--- config.mk ---
export PLATFORM = sky130hd
export DESIGN_NAME = uart_port_sched
export DESIGN_NICKNAME = d
export VERILOG_FILES = /design/src/rtl/uart_port_sched.sv
export SDC_FILE = /design/constraint.sdc
export NUM_CORES = 1
export LEC_CHECK = 0
export BUFFER_PORTS_ARGS = -buffer_cell sky130_fd_sc_hd__buf_2
export CAP_MARGIN = 20
export CORE_UTILIZATION = 48
export CTS_BUF_LIST = sky130_fd_sc_hd__clkbuf_8 sky130_fd_sc_hd__clkbuf_16
export DETAILED_ROUTE_END_ITERATION = 8
export HOLD_SLACK_MARGIN = 0.12
export PLACE_DENSITY = 0.9
export REMOVE_ABC_BUFFERS = 1
export SYNTH_ARGS = -nofsm -noshare
export SYNTH_HDL_FRONTEND = slang
export SYNTH_SLANG_ARGS = --single-unit
--- constraint.sdc ---
create_clock -name clk -period 1.6 [get_ports clk]
set_input_delay 0.08 -clock clk [delete_from_list [all_inputs] [get_ports clk]]
set_output_delay 0.08 -clock clk [all_outputs]
set_load 0.02 [all_outputs]
--- src/rtl/uart_port_sched.sv ---
// Sequencer/arbiter owning the 4-register UART port: boot dummy write, RX polling,
// round-robin TX between requesters A and B, and a valid/ready RX character output.

module uart_port_sched #(
  // Idle cycles after each TX write before the next TX status poll; legal range 2..15.
  parameter int unsigned GUARD_CYCLES = 4
) (
  input  logic       clk,
  input  logic       rst,

  input  logic       a_tx_valid,
  input  logic [7:0] a_tx_data,
  output logic       a_tx_ready,

  input  logic       b_tx_valid,
  input  logic [7:0] b_tx_data,
  output logic       b_tx_ready,

  output logic       rx_valid,
  output logic [6:0] rx_data,
  input  logic       rx_ready,

  output logic [1:0] uart_address,
  output logic       uart_w_en,
  output logic       uart_enable,
  output logic [7:0] uart_din,
  input  logic [7:0] uart_dout
);

  localparam logic [1:0] AddrRx   = 2'd0;
  localparam logic [1:0] AddrRxcr = 2'd1;
  localparam logic [1:0] AddrTx   = 2'd2;
  localparam logic [1:0] AddrTxcr = 2'd3;

  localparam logic [3:0] GuardLast = 4'(GUARD_CYCLES - 1);

  typedef enum logic [3:0] {
    StBoot,
    StInit,
    StIdle,
    StRxsSet,
    StRxsChk,
    StRxRd,
    StRxCap,
    StTxArb,
    StTxsSet,
    StTxsChk,
    StTxWr,
    StTxGuard
  } state_e;

  state_e     state_q;
  logic       ptr_q;        // last requester served: 0 = A, 1 = B
  logic       grant_q;      // current grant: 0 = A, 1 = B
  logic       grant_vld_q;  // a latched byte is waiting for the UART
  logic [6:0] tx_byte_q;
  logic [3:0] guard_q;
  logic       rx_valid_q;
  logic [6:0] rx_data_q;

  logic       arb_pick;

  // The UART link is 7-bit; the requester MSBs are never transmitted.
  logic unused_tx_msb;
  assign unused_tx_msb = a_tx_data[7] ^ b_tx_data[7];

  // Tie goes to the requester opposite the last one served.
  always_comb begin
    arb_pick = 1'b0;
    if (a_tx_valid && b_tx_valid) begin
      arb_pick = ~ptr_q;
    end else begin
      arb_pick = b_tx_valid;
    end
  end

  always_ff @(posedge clk) begin
    if (rst) begin
      state_q     <= StBoot;
      ptr_q       <= 1'b1;
      grant_q     <= 1'b0;
      grant_vld_q <= 1'b0;
      tx_byte_q   <= 7'h00;
      guard_q     <= 4'd0;
      rx_valid_q  <= 1'b0;
      rx_data_q   <= 7'h00;
    end else begin
      if (rx_valid_q && rx_ready) begin
        rx_valid_q <= 1'b0;
      end

      case (state_q)
        StBoot: state_q <= StInit;
        StInit: state_q <= StIdle;

        // The UART holds an unread byte (and CTS) while the consumer is stalled.
        StIdle: state_q <= rx_valid_q ? StTxArb : StRxsSet;

        StRxsSet: state_q <= StRxsChk;
        StRxsChk: state_q <= uart_dout[7] ? StRxRd : StTxArb;
        StRxRd:   state_q <= StRxCap;

        StRxCap: begin
          rx_data_q  <= uart_dout[6:0];
          rx_valid_q <= 1'b1;
          state_q    <= StTxArb;
        end

        // A grant retained across a busy retry is reused without re-arbitration.
        StTxArb: begin
          if (grant_vld_q) begin
            state_q <= StTxsSet;
          end else if (a_tx_valid || b_tx_valid) begin
            grant_q     <= arb_pick;
            grant_vld_q <= 1'b1;
            tx_byte_q   <= arb_pick ? b_tx_data[6:0] : a_tx_data[6:0];
            state_q     <= StTxsSet;
          end else begin
            state_q <= StIdle;
          end
        end

        StTxsSet: state_q <= StTxsChk;
        StTxsChk: state_q <= uart_dout[7] ? StIdle : StTxWr;

        StTxWr: begin
          ptr_q       <= grant_q;
          grant_vld_q <= 1'b0;
          guard_q     <= 4'd0;
          state_q     <= StTxGuard;
        end

        StTxGuard: begin
          if (guard_q == GuardLast) begin
            guard_q <= 4'd0;
            state_q <= StIdle;
          end else begin
            guard_q <= guard_q + 4'd1;
          end
        end

        default: state_q <= StBoot;
      endcase
    end
  end

  always_comb begin
    uart_address = AddrTxcr;
    uart_w_en    = 1'b0;
    uart_enable  = 1'b0;
    uart_din     = 8'h00;
    a_tx_ready   = 1'b0;
    b_tx_ready   = 1'b0;

    case (state_q)
      // The UART swallows the first TX write after reset.
      StInit: begin
        uart_address = AddrTx;
        uart_w_en    = 1'b1;
        uart_enable  = 1'b1;
      end

      StRxsSet, StRxsChk: uart_address = AddrRxcr;

      StRxRd: begin
        uart_address = AddrRx;
        uart_enable  = 1'b1;
      end

      StTxsSet, StTxsChk: uart_address = AddrTx;

      StTxWr: begin
        uart_address = AddrTx;
        uart_w_en    = 1'b1;
        uart_din     = {1'b0, tx_byte_q};
        a_tx_ready   = ~grant_q;
        b_tx_ready   = grant_q;
      end

      default: ;
    endcase
  end

  assign rx_valid = rx_valid_q;
  assign rx_data  = rx_data_q;

endmodule

==> Yosys cells after proc, flatten, opt, wreduce, memory -nomap -nowiden <==
Cells that the tools add are included.
{ "word_totals": {"output_inout_bits": 22, "register_bits": 26, "word_cells": 59, "in_bits": 29} }
{ "op_classes": {"n_reduce_logical": 12, "eq_ne": 13, "n_mux": 22, "n_bitwise": 3, "add_sub_neg": 1} }
{ "op_table": {"columns": ["cell", "n"], "rows": [
  ["$pmux 4 s12", 1],
  ["$mux 4", 5],
  ["$eq 4x3->1 const B", 4],
  ["$eq 4x4->1 const B", 4],
  ["$mux 7", 2],
  ["$eq 4x2->1 const B", 3],
  ["$mux 1", 9],
  ["$pmux 4 s2", 1],
  ["$pmux 2 s3", 1],
  ["$reduce_bool 2->1", 3],
  ["$reduce_or 2->1", 3],
  ["$add 4x1->4 const B", 1],
  ["$eq 4x1->1 const B", 1],
  ["$logic_not 4->1", 1],
  ["$reduce_or 4->1", 1],
  ["$mux 3", 1],
  ["$not 1->1", 3],
  ["$reduce_and 3->1", 1],
  ["$logic_and 1x1->1", 2],
  ["$mux 2", 1],
  ["$ne 2x2->1 const B", 1],
  ["$pmux 1 s2", 1],
  ["$logic_or 1x1->1", 1]
]} }

==> Logic depth before layout (Yosys ltp) <==
{ "logic_depth": {"ltp_word": 4, "mapped_depth": 5, "ltp_nobuf": 4} }

==> Least setup slack after synthesis <==
No wires, ideal clock.
{ "synth_path": {"path_kind": "register -> output", "startpoint": "register state_q[1]", "endpoint": "output port uart_w_en", "stages_incl_launch_ff": 5, "t_required_ps": 1520, "n_path_buf": 1, "arrival_time_ps": 1447, "setup_slack_ps": 73, "cell_sequence": "dfxtp_1 buf_4 nor3b_1 a21oi_1 nor2_1"} }
{ "synth_via": {"elab_chain_len": 3, "elab_cells_between_ends": 4, "cone_classes": "eq/ne (2); mux (1); reduce/logical (1)"} }
{ "synth_rtl": {"columns": ["item", "line_no", "text"], "rows": [
  ["from (decl)", "52", "state_e state_q;"],
  ["from (signal assigned)", "79", "state_q <= StBoot;"],
  ["from (signal assigned)", "93", "StBoot: state_q <= StInit;"],
  ["from (signal assigned)", "94", "StInit: state_q <= StIdle;"],
  ["$eq 4x4->1 / $eq 4x1->1 (equally long branches)", "155", "case (state_q)"],
  ["$reduce_or 2->1 (no source line) *", null, null],
  ["$mux 1 *", "155", null],
  ["to (decl)", "24", "output logic uart_w_en,"]
]} }
Every way passes the cells marked *; elsewhere a longest branch is shown, timed or not.

==> Worst setup path in the final report <==
{ "layout_path": {"startpoint": "register state_q[2]", "endpoint": "output port b_tx_ready"} }
{ "layout_via": {"elab_chain_len": 2} }
{ "layout_rtl": {"columns": ["item", "line_no", "text"], "rows": [
  ["$eq 4x4->1", "155", null],
  ["$mux 1", "155", null],
  ["to (decl)", "17", "output logic b_tx_ready,"]
]} }
Every way passes these cells.

==> results by group <==
Synthesis
  – EDFF count, synth: 0
  – Register area share after synthesis: 39.2%
  – Area contributors post-synth: dfxtp_1 39%, mux2i_1 11%, a21oi_1 5.6%
  – Mapped Cells: 148
  – Post-synth cell types: 41
  – Synth area leader: dfxtp_1
  – Ys async rst share: 0%
  – Main synth FF type: dfxtp_1
  – Cell area after synthesis: 0.00133 mm^2
  – Syn Area/Cell: 8.98 um^2
  – Synthesis-stage register bit count: 26
  – Number of warnings issued by yosys: 0
  – Post-synth top area share: 39.2%

Hold path
  – Hold Path Class: primary input to register

Route
  – Routed wire length: 2810 um
  – Vias: 1196
  – DRC: 0
  – Initial DRT Pass Iterations: 4
  – Final antenna-violating net count: 0
  – Initial DRC Count: 7
  – Vias per cell: 5.27
  – Avg WL per Cell: 12.4 um

Power and ir drop
  – Pwr Density: 745 mW/mm^2
  – Leakage: 0.729 nW
  – Worst VDD drop: 0.829 mV

Finish
  – Area grow syn2layout: 26.6%
  – Layout cells sized above 1: 32.5%
  – Antenna cell count: 0
  – Nets: 228

STA
  – Setup violations, final: 0
  – Period minus WS final: 1480 ps
  – Setup TNS: 0 ps
  – Number of failing hold endpoints at the final stage: 0
  – RSZ-0062 raised after global routing: false
  – Final WS setup: 121 ps
  – Rel. slew slack: 66.1%
  – Final-report max-slew violation count: 0
  – Crit share post-route: 92.5%
  – Fin Hold WS: 139 ps
  – Fmax: 676 MHz
  – Final Skew: 2.29 ps
  – Worst slew pin tran: 501 ps

Critical path
  – CP Capture Type: primary output
  – Reg2reg path depth: 4
  – Setup CP Type: register to primary output
  – R2R Setup Slk: 190 ps
  – Worst Setup Start Kind: register
  – Critical Path Source: state_q[2]
  – Reg2Reg Launch Point: state_q[2]
  – Worst EP arrival: 1400 ps
  – Max FO, Critical Path: 11
  – CP required: 1520 ps
  – Critical path endpoint: b_tx_ready
  – R2r endpoint: tx_byte_q[0]

Placement
  – Setup WS pre-CTS: 190 ps
  – DPL Wire Length: 1950 um
  – Placer Congestion: 0.726
  – # port buffers: 47

GRT
  – M3 GR Usage: 4.17%
  – All-Layer GR Usage: 20.5%
  – First-pass GRT wire length: 4350 um
  – Initial antenna violation count: 0
  – Pin count of the biggest net entering global routing: 28
  – Aggregate global routing overflow: 0
  – Vias in the first global route: 1065
  – Busiest grt layer: met2
  – Met1 usage: 26.1%
  – GR Layer Usage met2: 33.9%

CTS
  – Worst skew pair latency: 270 ps
  – Clock tree buffer depth: 2
  – Root Driver: clkbuf_8
  – Num CTS Buffers: 3
  – CTS sink count: 26
  – Clk pin slew, worst setup/hold paths: 90 ps
  – Post-CTS Setup Inserts: 0
  – H-tree levels: 1
  – CTS tree: done

Floorplan
  – Die X-Extent: 54.6 um
  – Die Y: 54.6 um
  – FP Rows: 18
  – I/O pin cnt: 51
  – Core Region: 0.00254 mm^2
  – Starting density of the core: 52.2%
  – Die area: 0.00298 mm^2

Run status
  – Status: finished, final reports clean

Run
  – Max-Cap Viols: 0
-- state kept, by name, indices dropped and copies added (netlist names) --
name         flops
grant_vld_q      1
tx_byte_q        7
grant_q          1
rx_valid         1
rx_data          7
guard_q          4
state_q          4
ptr_q            1
-- timing repair --
| item | in CTS | in global routing |
|---|---|---|
| endpoints found under the setup margin | 0 | 10 |
| resized for setup | 0 | 3 |
| hold endpoints to repair | 8 | 0 |
| hold buffers | 8 | 0 |
-- power by group --
| part | total (mW) | switching, mW | internal, mW |
|---|---|---|---|
| combinational | 0.161 | 0.0785 | 0.0824 |
| clock | 0.421 | 0.201 | 0.220 |
| sequential | 0.672 | 0.0154 | 0.656 |
-- through the flow --
stage	area, um^2	util, %	power (mW)	cells
after floorplan	1240	-	0.759	134
after global placement	1540	60.5	0.827	215
after detailed placement	1540	60.5	0.831	215
after global routing	1680	66.1	1.30	227
after CTS	1670	65.8	1.25	227
final	1680	66.1	1.25	227
-- worst max-delay path, stage by stage (launching register included) --
cell and delay [ps]:
dfxtp_1 410, and4bb_4 410, and2_4 160, buf_2 150
-- worst min-delay path by stage --
| stage | start | to | slack (ps) | cells after the start |
|---|---|---|---|---|
| 3_3_place_gp | uart_dout[1] | rx_data[1] | 310 | 3 |
| 6_report | uart_dout[7] | state_q[3] | 140 | 4 |
| 5_1_grt | a_tx_data[3] | tx_byte_q[3] | 170 | 3 |
| 2_1_floorplan | rst | grant_q | 150 | 1 |
| 4_1_cts | a_tx_data[2] | tx_byte_q[2] | 140 | 3 |
| 3_5_place_dp | uart_dout[1] | rx_data[1] | 330 | 3 |
-- area by class of cell --
| class | instances | area [um^2] |
|---|---|---|
| clock buffer | 4 | 55.1 |
| tap | 30 | 37.5 |
| multi-input combinational | 105 | 709 |
| timing repair buffer | 59 | 345 |
| sequential | 26 | 523 |
| fill | 211 | 863 |
| inverter | 3 | 11.3 |
-- cell usage in the layout (no fill, tap or decap), types with 6 or more instances in the layout --
master,n
mux2i_1,14
nor2_1,11
o21ai_0,6
dfxtp_1,24
and2_1,8
buf_2,47
dlygate4sd3_1,8
a211oi_1,7
a21oi_1,15
-- layer usage --
metal | up-vias | share of wire, %
li1 | 620 | -
met1 | 538 | 46
met2 | 34 | 48
met3 | 4 | 4.0
met4 | 0 | 1.2
met5 | - | 0
-- synthesized netlist by cell type, drive strengths merged, types with 2 or more instances --
| library cell | count |
|---|---|
| nor2 | 11 |
| nand3b | 2 |
| nor3 | 3 |
| buf | 10 |
| and4bb | 2 |
| nor2b | 4 |
| nand2b | 3 |
| and2 | 9 |
| mux2i | 14 |
| a31oi | 2 |
| a21oi | 15 |
| a211oi | 7 |
| dfxtp | 26 |
| and4b | 2 |
| inv | 3 |
| nand2 | 4 |
| nand3 | 3 |
| o21ai | 6 |
| clkbuf | 4 |
-- cell families (layout without fill, tap and decap cells) --
family          count (synthesis)  count (layout)  share of synthesized area (%)
buf+inv                        17              66                           7.81
other cells                     1               1                          0.282
compound gates                 39              39                           18.6
simple gates                   50              50                           22.7
mux                            14              14                           10.5
fa+ha+maj                       1               1                          0.941
flops                          26              26                           39.2
No activity file was read; power rests on OpenSTA's default activity.
